[src/rtl/alu_pkg.sv]
// Shared definitions for the shared-ALU arbiter: opcodes, FSM states, default width.
package alu_pkg;

    localparam int WIDTH_DEF = 8;

    localparam logic [1:0] ALU_ADD  = 2'd0;
    localparam logic [1:0] ALU_SUB  = 2'd1;
    localparam logic [1:0] ALU_SLT  = 2'd2;
    localparam logic [1:0] ALU_SHL4 = 2'd3;

    typedef enum logic [1:0] {
        IDLE = 2'd0,
        EXEC = 2'd1,
        RESP = 2'd2
    } state_t;

endpackage

[src/rtl/alu_func.sv]
// Purely combinational ALU: add, subtract, signed less-than, shift B left by four.
module alu_func
    import alu_pkg::*;
#(
    parameter int WIDTH = WIDTH_DEF
) (
    input  logic [1:0]       ctl,
    input  logic [WIDTH-1:0] a,
    input  logic [WIDTH-1:0] b,
    output logic [WIDTH-1:0] out,
    output logic             zero
);

    always_comb begin
        // NOTE: every output of a combinational block gets a default first so no path infers a latch.
        out = '0;
        case (ctl)
            ALU_ADD:  out = a + b;
            ALU_SUB:  out = a - b;
            ALU_SLT:  out = {{(WIDTH-1){1'b0}}, ($signed(a) < $signed(b))};
            ALU_SHL4: out = b << 4;
            default:  out = '0;
        endcase
    end

    assign zero = (out == '0);

endmodule

[src/rtl/alu_share_arbiter.sv]
// Round-robin arbiter sharing one registered ALU between N_REQ valid/ready requesters.
module alu_share_arbiter
    import alu_pkg::*;
#(
    parameter int WIDTH = WIDTH_DEF,
    parameter int N_REQ = 2,
    parameter int CNT_W = 16
) (
    input  logic                   clk,
    input  logic                   rst_n,
    input  logic [N_REQ-1:0]       req_valid,
    output logic [N_REQ-1:0]       req_ready,
    input  logic [2*N_REQ-1:0]     req_op,
    input  logic [WIDTH*N_REQ-1:0] req_a,
    input  logic [WIDTH*N_REQ-1:0] req_b,
    output logic [N_REQ-1:0]       rsp_valid,
    input  logic [N_REQ-1:0]       rsp_ready,
    output logic [WIDTH-1:0]       rsp_data,
    output logic                   rsp_zero,
    output logic                   busy,
    output logic [CNT_W-1:0]       ops_done
);

    localparam int GW = $clog2(N_REQ);

    state_t            state, state_nxt;
    logic [GW-1:0]     last_gnt, gnt_q, gnt_c;
    logic              found, accept, rsp_done;
    logic [1:0]        op_q;
    logic [WIDTH-1:0]  a_q, b_q, alu_out;
    logic              alu_zero;

    // Search starts just after the last completed grant and wraps, giving strict rotation.
    always_comb begin
        int idx;
        idx   = 0;
        found = 1'b0;
        gnt_c = '0;
        for (int k = 1; k <= N_REQ; k++) begin
            idx = int'(last_gnt) + k;
            if (idx >= N_REQ) idx = idx - N_REQ;
            if (!found && req_valid[idx]) begin
                found = 1'b1;
                gnt_c = GW'(idx);
            end
        end
    end

    assign accept   = (state == IDLE) && found;
    assign rsp_done = (state == RESP) && rsp_ready[gnt_q];
    assign busy     = (state != IDLE);

    always_comb begin
        req_ready = '0;
        rsp_valid = '0;
        if (accept)         req_ready[gnt_c] = 1'b1;
        if (state == RESP)  rsp_valid[gnt_q] = 1'b1;
    end

    always_comb begin
        state_nxt = state;
        case (state)
            IDLE:    if (accept)   state_nxt = EXEC;
            EXEC:                  state_nxt = RESP;
            RESP:    if (rsp_done) state_nxt = IDLE;
            default:               state_nxt = IDLE;
        endcase
    end

    always_ff @(posedge clk or negedge rst_n) begin
        if (!rst_n) state <= IDLE;
        // NOTE: sequential state uses non-blocking assignment so every register samples pre-edge values.
        else        state <= state_nxt;
    end

    alu_func #(.WIDTH(WIDTH)) u_alu (
        .ctl  (op_q),
        .a    (a_q),
        .b    (b_q),
        .out  (alu_out),
        .zero (alu_zero)
    );

    always_ff @(posedge clk or negedge rst_n) begin
        if (!rst_n) begin
            // NOTE: operand latches are reset too, so a freshly reset block shows a known result path.
            last_gnt <= GW'(N_REQ - 1);
            gnt_q    <= '0;
            op_q     <= '0;
            a_q      <= '0;
            b_q      <= '0;
            rsp_data <= '0;
            rsp_zero <= 1'b0;
            ops_done <= '0;
        end else begin
            if (accept) begin
                gnt_q <= gnt_c;
                op_q  <= req_op[2*gnt_c +: 2];
                a_q   <= req_a[WIDTH*gnt_c +: WIDTH];
                b_q   <= req_b[WIDTH*gnt_c +: WIDTH];
            end
            if (state == EXEC) begin
                rsp_data <= alu_out;
                rsp_zero <= alu_zero;
            end
            if (rsp_done) begin
                last_gnt <= gnt_q;
                if (ops_done != '1) ops_done <= ops_done + 1'b1;
            end
        end
    end

endmodule

[config.mk]
export PLATFORM = sky130hd
export DESIGN_NAME = alu_share_arbiter
export DESIGN_NICKNAME = d
export VERILOG_FILES = /design/src/rtl/alu_pkg.sv /design/src/rtl/alu_func.sv /design/src/rtl/alu_share_arbiter.sv
export SDC_FILE = /design/constraint.sdc
export NUM_CORES = 1
export LEC_CHECK = 0
export BUFFER_PORTS_ARGS = -buffer_cell sky130_fd_sc_hd__buf_2
export CAP_MARGIN = 15
export CORE_MARGIN = 5
export CORE_UTILIZATION = 40
export DETAILED_ROUTE_END_ITERATION = 7
export REMOVE_ABC_BUFFERS = 1
export SLEW_MARGIN = 5
export SYNTH_ARGS = -nofsm -noshare
export SYNTH_HDL_FRONTEND = slang
export SYNTH_HIERARCHICAL = 1
export SYNTH_SLANG_ARGS = --single-unit
[constraint.sdc]
create_clock -name clk -period 6.9 [get_ports clk]
set_input_delay 0.69 -clock clk [delete_from_list [all_inputs] [get_ports clk]]
set_output_delay 0.69 -clock clk [all_outputs]
set_load 0.01 [all_outputs]
## After elaboration in Yosys (flattened, before gate mapping)

Index checks and enable logic that the tools add are counted.

| cells by class | value |
|---|---|
| divide/modulo/power cells | 0 |
| $add $sub $neg | 7 |
| bitwise operators | 0 |
| muxes and demuxes | 24 |
| multipliers | 0 |
| order comparisons | 9 |
| shift-type cells | 3 |
| reductions and logical operators | 12 |
| equal/unequal tests | 8 |

Operators by type and width:

| kind | count |
|---|---|
| less-than comparator 32 x 3 -> 1 bit, second input constant | 2 |
| two-way mux 32 bit | 2 |
| case mux 8 bit (4 select lines) | 1 |
| variable part select 16 x 5 -> 8 bit | 2 |
| adder 16 x 1 -> 16 bit, second input constant | 1 |
| inequality test 16 bit, second input constant | 1 |
| two-way mux 1 bit | 14 |
| adder 8 bit | 1 |
| zero test 8 bit | 1 |
| less-than comparator 8 bit | 1 |
| two-way mux 2 bit | 4 |
| subtractor 8 bit | 1 |
| equality test 2 bit, second input constant | 3 |
| case mux 2 bit (3 select lines) | 1 |
| logical AND 1 bit | 5 |
| equality test 2 x 1 -> 1 bit, second input constant | 2 |
| zero test 2 bit | 2 |
| less-than comparator 1 x 2 -> 1 bit, second input constant | 2 |
| inequality test 2 bit, second input constant | 2 |
| AND reduction 2 bit | 2 |
| variable part select 4 x 3 -> 2 bit | 1 |
| subtractor 3 x 2 -> 4 bit, second input constant | 1 |
| adder 1 x 2 -> 3 bit, second input constant | 1 |
| greater-or-equal comparator 3 x 2 -> 1 bit, second input constant | 1 |
| other kinds (7) | 9 |

| storage, ports and cells | value |
|---|---|
| register bits after elaboration | 47 |
| memories kept | 0 |
| bits in writable memories | 0 |
| output and inout port bits | 30 |
| bits in read-only memories | 0 |
| logic and storage cells | 72 |
| latch bits | 0 |

## Depth between registers and ports, before layout

Gate-level depths: netlist of the first run.

| logic depth | value |
|---|---|
| depth in word-level cells | 15 |
| depth in mapped cells | 11 |

## Modules after synthesis

The synthesis of the first run kept the hierarchy.

Modules (own cells, without submodules):

| module | area an instance (µm²) | instances | sequential area each (µm²) | cells an instance |
|---|---|---|---|---|
| alu_share_arbiter | 2,168.3 | 1 | 1,177.4 | 174 |
| alu_func | 880.8 | 1 | 0.0 | 121 |

## Worst setup path after synthesis of the first run

Ideal clock, no wire load.

| path | value |
|---|---|
| path type | register to register |
| from | register b_q[0] |
| to | register rsp_zero |
| arrival time | 2.560 ns |
| period minus slack after synthesis | 2.625 ns |
| setup slack | 4.275 ns |
| data required time | 6.834 ns |
| cell stages (with the launch flop) | 11 |
| cells stage by stage | dfrtp_1 > ha_1 > inv_1 > fa_1 > o21bai_2 > a21oi_2 > a21o_1 > or4_4 > or4_4 > nor3_2 > mux2_1 |

| on the way | value |
|---|---|
| longest elaborated chain between the ends | 3 |
| elaborated cells between the ends (all ways) | 5 |
| classes of those cells | add/sub: 2; order compare: 1; mux: 1; reduce/logical: 1 |

RTL lines:

| element | RTL line | source |
|---|---|---|
| from (decl) | alu_share_arbiter.sv:30 | `logic [WIDTH-1:0] a_q, b_q, alu_out;` |
| from (signal assigned) | alu_share_arbiter.sv:100 | `b_q <= req_b[WIDTH*gnt_c +: WIDTH];` |
| subtractor 8 bit or adder 8 bit (tied branches) | alu_func.sv:19, alu_func.sv:18 |  |
| case mux 8 bit (4 select lines) (*) | alu_func.sv:17 | `case (ctl)` |
| named net alu_out[4] | alu_share_arbiter.sv:30 |  |
| zero test 8 bit (*) | alu_func.sv:26 | `assign zero = (out == '0);` |
| named net alu_zero | alu_share_arbiter.sv:31 | `logic alu_zero;` |
| to (signal assigned) | alu_share_arbiter.sv:104 | `rsp_zero <= alu_zero;` |
| to (decl) | alu_share_arbiter.sv:19 | `output logic rsp_zero,` |

The timed path passes the listed nets; every way through them passes the cells marked *.
A chain may end at the register's enable or synchronous reset.

## Worst setup path after layout of the first run

Same ends and word-level chain as after synthesis.

==> results of run 1 <==
kinds of logic (layout without fill, tap and decap cells):
group,count (synthesis),after routing,synth area share [%]
compound gates,61,61,15.7
xor+xnor,15,15,4.31
fa+ha+maj,18,18,7.88
buf+inv,52,116,7.39
flops,47,47,38.6
mux,15,15,5.54
simple gates,87,87,20.6
routing by layer:
layer | vias up | wire length, microns | GRT usage, %
li1 | 1207 | - | -
met1 | 1208 | 3510 | 23.4
met3 | 7 | 427 | 2.51
met2 | 99 | 3230 | 23.6
met5 | - | 0 | 0
met4 | 0 | 91 | 4.69
power groups by stage:
stage               clock, mW  sequential, mW  combinational (mW)
finish                  0.180           0.500               0.938
global route            0.202           0.519                1.05
CTS                     0.188           0.499               0.938
detailed placement          0           0.505               0.933
global placement            0           0.502               0.923
floorplan                   0           0.491               0.681
area by class of cell:
class,instances,area [sq um]
Clock inverter,2,16.3
Tap cell,99,124
Sequential cell,47,1180
Timing Repair Buffer,73,383
Fill cell,696,3770
Multi-Input combinational cell,196,1650
Clock buffer,6,82.6
Inverter,35,131
synthesized netlist by cell type (4+ instances only):
| cell type | count |
|---|---|
| and3_1 | 4 |
| xnor2_1 | 6 |
| buf_2 | 5 |
| o211ai_1 | 4 |
| inv_1 | 35 |
| a222oi_1 | 18 |
| and4_1 | 4 |
| o21ai_0 | 6 |
| nor2_1 | 10 |
| nand3_1 | 9 |
| mux2_1 | 9 |
| nand2_1 | 9 |
| dfrtp_1 | 46 |
| xor2_1 | 9 |
| nand2b_1 | 9 |
| a21oi_1 | 11 |
| clkbuf_1 | 7 |
| ha_1 | 16 |
| nand4_1 | 4 |
| nor3_2 | 5 |
| nor2b_1 | 5 |
state kept, by name, summed over array words and instances, names as in the netlist:
signal    count
op_q          2
b_q           8
state         2
ops_done     16
a_q           8
rsp_zero      1
last_gnt      1
gnt_q         1
rsp_data      8
through the flow:
| stage | power, mW | hold WS, ns |
|---|---|---|
| floorplan | 1.17 | 0.394 |
| global placement | 1.43 | 0.470 |
| detailed placement | 1.44 | 0.477 |
| CTS | 1.62 | 0.498 |
| global route | 1.77 | 0.253 |
| finish | 1.62 | 0.247 |
critical path: stages (launching register included):
cell and delay [ns]:
dfrtp_1 0.40, ha_1 0.19, inv_1 0.06, fa_1 0.39
o21bai_2 0.19, a21oi_2 0.09, a21o_1 0.16, or4_4 0.50
or4_4 0.54, nor3_2 0.10, mux2_1 0.13
path summary, 6_finish.rpt:
path | slack, ns | from | to | cells past startpoint
setup / recovery | 4.09 | b_q[0]$_DFFE_PN0P_ | rsp_zero$_DFFE_PN0N_ | 10
hold / removal | 0.25 | rst_n | rsp_data[7]$_DFFE_PN0N_ | 1
setup reg to reg | 4.09 | b_q[0]$_DFFE_PN0P_ | rsp_zero$_DFFE_PN0N_ | 10
hold reg to reg | 0.49 | rsp_data[6]$_DFFE_PN0N_ | rsp_data[6]$_DFFE_PN0N_ | 1
max in group asynchronous | 6.11 | rst_n | last_gnt$_DFFE_PN1P_ | 2
min in group clk | 0.49 | rsp_data[6]$_DFFE_PN0N_ | rsp_data[6]$_DFFE_PN0N_ | 1
==> reports/metrics.cfg, run 1 <==
[sta]
max_freq_mhz=356
min_period_over_period_pct=40.7
timing_hold_violations_final=0
fin_crit_ns=2.81
layout_setup_ws_ns=4.09
setup_viol=0
setup_tns_ns=0
drv_slew=0
worst_slew_pin_slew_ns=0.756
rsz0062_at_grt=no
maxSlewHeadroom_pct=49.6
fin_skew_ns=0.0123

[detailed_routing]
ant_nets=0
drc=0
vias=2521
routed_wl_microns=7260
drt_first_pass_iters=7
viasPerCell=5.50
drt_iter0_drc=166
routedWlPerCell_microns=15.8

[logic_synthesis]
synth_largest_area_cell=dfrtp_1
yosysUniqueCellTypes=64
syn_area_sq_mm=0.00305
synth.area.top_cells=dfrtp_1, ha_1, a222oi_1
yosysWarnings=6
ys_seq_elements=47
ys_seq_area_share_pct=38.6
syn_inst=295
async_reset_ff_share_pct=100
synth-edff-count=0
yosysTopAreaCellShare_pct=37.8
synth_area_per_cell_sq_um=10.3
synth_ff_type=dfrtp_1

[power_and_ir_drop]
internal-power_mw=0.883
p_seq_share_pct=30.9
vdd.ir_drop.worst_v=0.000220
switching_share_pct=45.4
p_leak_nw=1.79
power.density_mw_per_mm2=454
switchingPower_mw=0.735
share_comb_of_total_power_pct=58.0
p_clk_share_pct=11.2

[run]
drv_cap=0

[clock_network]
cts_hold_buf=0
post_cts_buffers=0
clkTransAtPathRegs_ns=0.10
h-tree-depth=2
cts.path.max_buffers=2
cts_buffers=5
tritoncts=done
clk_latency_ns=0.31
cts_repair_resize_count=0
cts_sinks=47
clockRootBuffer=clkbuf_8

[floorplanning]
die-area_sq_mm=0.00947
coreArea_sq_mm=0.00733
io_pins=72
std_cell_rows=31
start_util_pct=41.6
dieHeight_microns=97.3
dieWidth_microns=97.3

[global_routing]
grt.total_usage_pct=15.8
grt_max_degree=48
grt_antenna_before_repair=0
grt_pass1_vias=2456
grt-ovfl-total=0
grt_pass1_wl_microns=12400

[placed_design]
dp_hpwl_microns=5540
dpl_worst_slack_ns=4.14
finalWeightedCongestion=0.911
dpl.cell_count=449
port_buffers=71
dpl_cell_area_sq_mm=0.00344

[worst_setup_path]
cp-start-kind=register
critPathMaxFanout=4
arrival_ns=3.05
crit_type=reg2reg
worstSetupEndpointType=register
critPathRequiredTime_ns=7.15

[final_layout]
final_common_cell=buf_2
layout_common_cells=buf_2, dfrtp_1, inv_1, a222oi_1, ha_1
syn_to_final_growth_pct=16.8
final_util_pct=48.6
nets=418
finalInstanceArea_sq_mm=0.00356
drive_above_1_share_pct=29.5
fin_cells=458
antenna-diode-count=0

[hold_path]
min_path_type=in2async

[status]
outcome=finished, final reports clean

Power figures use the tool's default switching activity.
==> run 2, diff against run 1 <==
Clock period 6.9 ns to 2.55 ns, I/O delays scaled along.
==> reports/metrics.cfg, run 2 (synthesis results as in run 1) <==
[status]
outcome=finished with violations
violations=setup timing

[detailed_routing]
drt_iter0_drc=155  ; -6.6%
routed_wl_microns=7700  ; +6.1%
vias=2606  ; +3.4%
drc=0  ; unchanged
routedWlPerCell_microns=15.6  ; -1.6%
viasPerCell=5.28  ; -4.2%
drt_first_pass_iters=7  ; unchanged
ant_nets=0  ; unchanged

[worst_setup_path]
worstSetupEndpointType=register
slowest_stage=or4_4
cp-start-kind=register
path_cells=ha_2 > inv_2 > fa_2 > mux2i_1 > xor2_1 > nor2_1 > or3_4 > or4_4 > nor3_4 > mux2_4
slowest_delay_ns=0.55  ; about the same
arrival_ns=2.92  ; -0.13 ns
crit_type=reg2reg
critPathRequiredTime_ns=2.80  ; -4.35 ns
reg2reg_depth=10  ; unchanged
critPathMaxFanout=4  ; unchanged

[global_routing]
grt_max_degree=28  ; -42%
grt_pass1_wl_microns=13200  ; +6.3%
grt_pass1_vias=2663  ; +8.4%
grt_antenna_before_repair=0  ; unchanged
grt.total_usage_pct=16.9  ; +1.1 points
grt-ovfl-total=0  ; unchanged

[final_layout]
finalInstanceArea_sq_mm=0.00389  ; +9.4%
seqCellArea_sq_mm=0.00118  ; unchanged
largest_reg_flops=16  ; unchanged
final_util_pct=53.1  ; +4.6 points
layout_common_cells=buf_2, dfrtp_1, buf_4, inv_1, a222oi_1
nFillCells=690  ; -0.86%
nets=454  ; +8.6%
syn_to_final_growth_pct=27.7
drive_above_1_share_pct=38.5  ; +9.0 points
multi_input_area_sq_mm=0.00170  ; +3.1%
top_register=ops_done
antenna-diode-count=0  ; unchanged
final_common_cell=buf_2
fin_cells=494  ; +7.9%

[run]
drv_cap=0  ; unchanged

[floorplanning]
io_pins=72  ; unchanged
die-area_sq_mm=0.00947  ; unchanged
dieHeight_microns=97.3  ; unchanged
coreArea_sq_mm=0.00733  ; unchanged
std_cell_rows=31  ; unchanged
start_util_pct=41.6  ; unchanged
dieWidth_microns=97.3  ; unchanged

[power_and_ir_drop]
power_mw=5.29  ; +230%
p_leak_nw=1.99  ; +11%
vdd.ir_drop.worst_v=0.000533  ; +140%
power.density_mw_per_mm2=1360  ; +200%

[sta]
drv_slew=0  ; unchanged
max_freq_mhz=375  ; +5.1%
maxSlewHeadroom_pct=55.3  ; +5.7 points
min_period_over_period_pct=105  ; +64 points
setup_viol=2  ; +2
rsz0062_at_grt=yes
fin_skew_ns=0.00573  ; -0.00659 ns
timing_hold_violations_final=0  ; unchanged
fin_crit_ns=2.67  ; -0.137 ns
timing.hold.ws_ns=0.158  ; -0.0885 ns
layout_setup_ws_ns=-0.120  ; -4.21 ns
setup_tns_ns=-0.196  ; -0.196 ns
worst_slew_pin_slew_ns=0.666  ; -0.0894 ns

[placed_design]
finalWeightedCongestion=0.901  ; -1.1%
dpl.cell_count=477  ; +6.2%
dpl_worst_slack_ns=-0.193  ; -4.33 ns
dpl_cell_area_sq_mm=0.00365  ; +6.1%
dp_hpwl_microns=6060  ; +9.3%
port_buffers=71  ; unchanged

[clock_network]
cts.path.max_buffers=2  ; unchanged
cts_sinks=47  ; unchanged
clockRootBuffer=clkbuf_8
h-tree-depth=2  ; unchanged
tritoncts=done
clk_latency_ns=0.30  ; about the same
clkTransAtPathRegs_ns=0.09  ; about the same
cts_buffers=5  ; unchanged

[hold_path]
hold_depth=3
min_path_type=in2reg

==> run 2: changes by cell type in the layout (fill, tap and decap cells not counted), sizes merged <==
cell         change
bufinv           +1
clkinvlp         -1
clkinv           -1
buf             +35
inv              +1
dlygate4sd3      +1
==> run 2: critical path, delay by kind of cell, from the launching register on <==
kind / cells / cell delay, ns
mux: 2 / 0.34
buf+inv: 1 / 0.04
fa+ha+maj: 2 / 0.56
simple gates: 4 / 1.12
xor+xnor: 1 / 0.16
flops: 1 / 0.40
==> run 2: layer usage <==
metal | up-vias | track usage, % | part of all wire [%]
li1 | 1279 | - | -
met5 | - | 0 | 0
met1 | 1251 | 24.5 | 49
met2 | 69 | 25.6 | 45
met4 | 0 | 5.43 | 1.3
met3 | 7 | 3.02 | 4.9
==> run 2: final cells by class <==
cell class	instances	share of cell area [%]
inverters	35	3.37
clock buffers	6	2.12
clock inverters	2	0.996
multi-input cells	196	43.6
well taps	99	3.18
repair buffers	109	16.5
flip-flops and latches	47	30.2
==> run 2: repair_timing <==
action,4_1_cts,5_1_grt
gates cloned,0,0
setup endpoints to repair,1,3
resized for setup,10,7
hold buffers,1,0
buffers inserted,6,2
endpoints found under the hold margin,20,0
pin swaps,9,12
==> run 2: worst paths after layout <==
check / start / to / slack, ns
hold / removal: req_b[14] / b_q[6]$_DFFE_PN0P_ / 0.16
setup reg to reg: b_q[0]$_DFFE_PN0P_ / rsp_zero$_DFFE_PN0N_ / -0.12
max in group asynchronous: rst_n / last_gnt$_DFFE_PN1P_ / 1.33
setup / recovery: b_q[0]$_DFFE_PN0P_ / rsp_zero$_DFFE_PN0N_ / -0.12
min in group asynchronous: rst_n / rsp_data[6]$_DFFE_PN0N_ / 0.44
hold reg to reg: rsp_data[2]$_DFFE_PN0N_ / rsp_data[2]$_DFFE_PN0N_ / 0.49
==> run 2: power breakdown <==
group	internal, mW	switching, mW
clock network	0.323	0.270
logic	1.74	1.66
registers	1.03	0.273
total	3.08	2.20
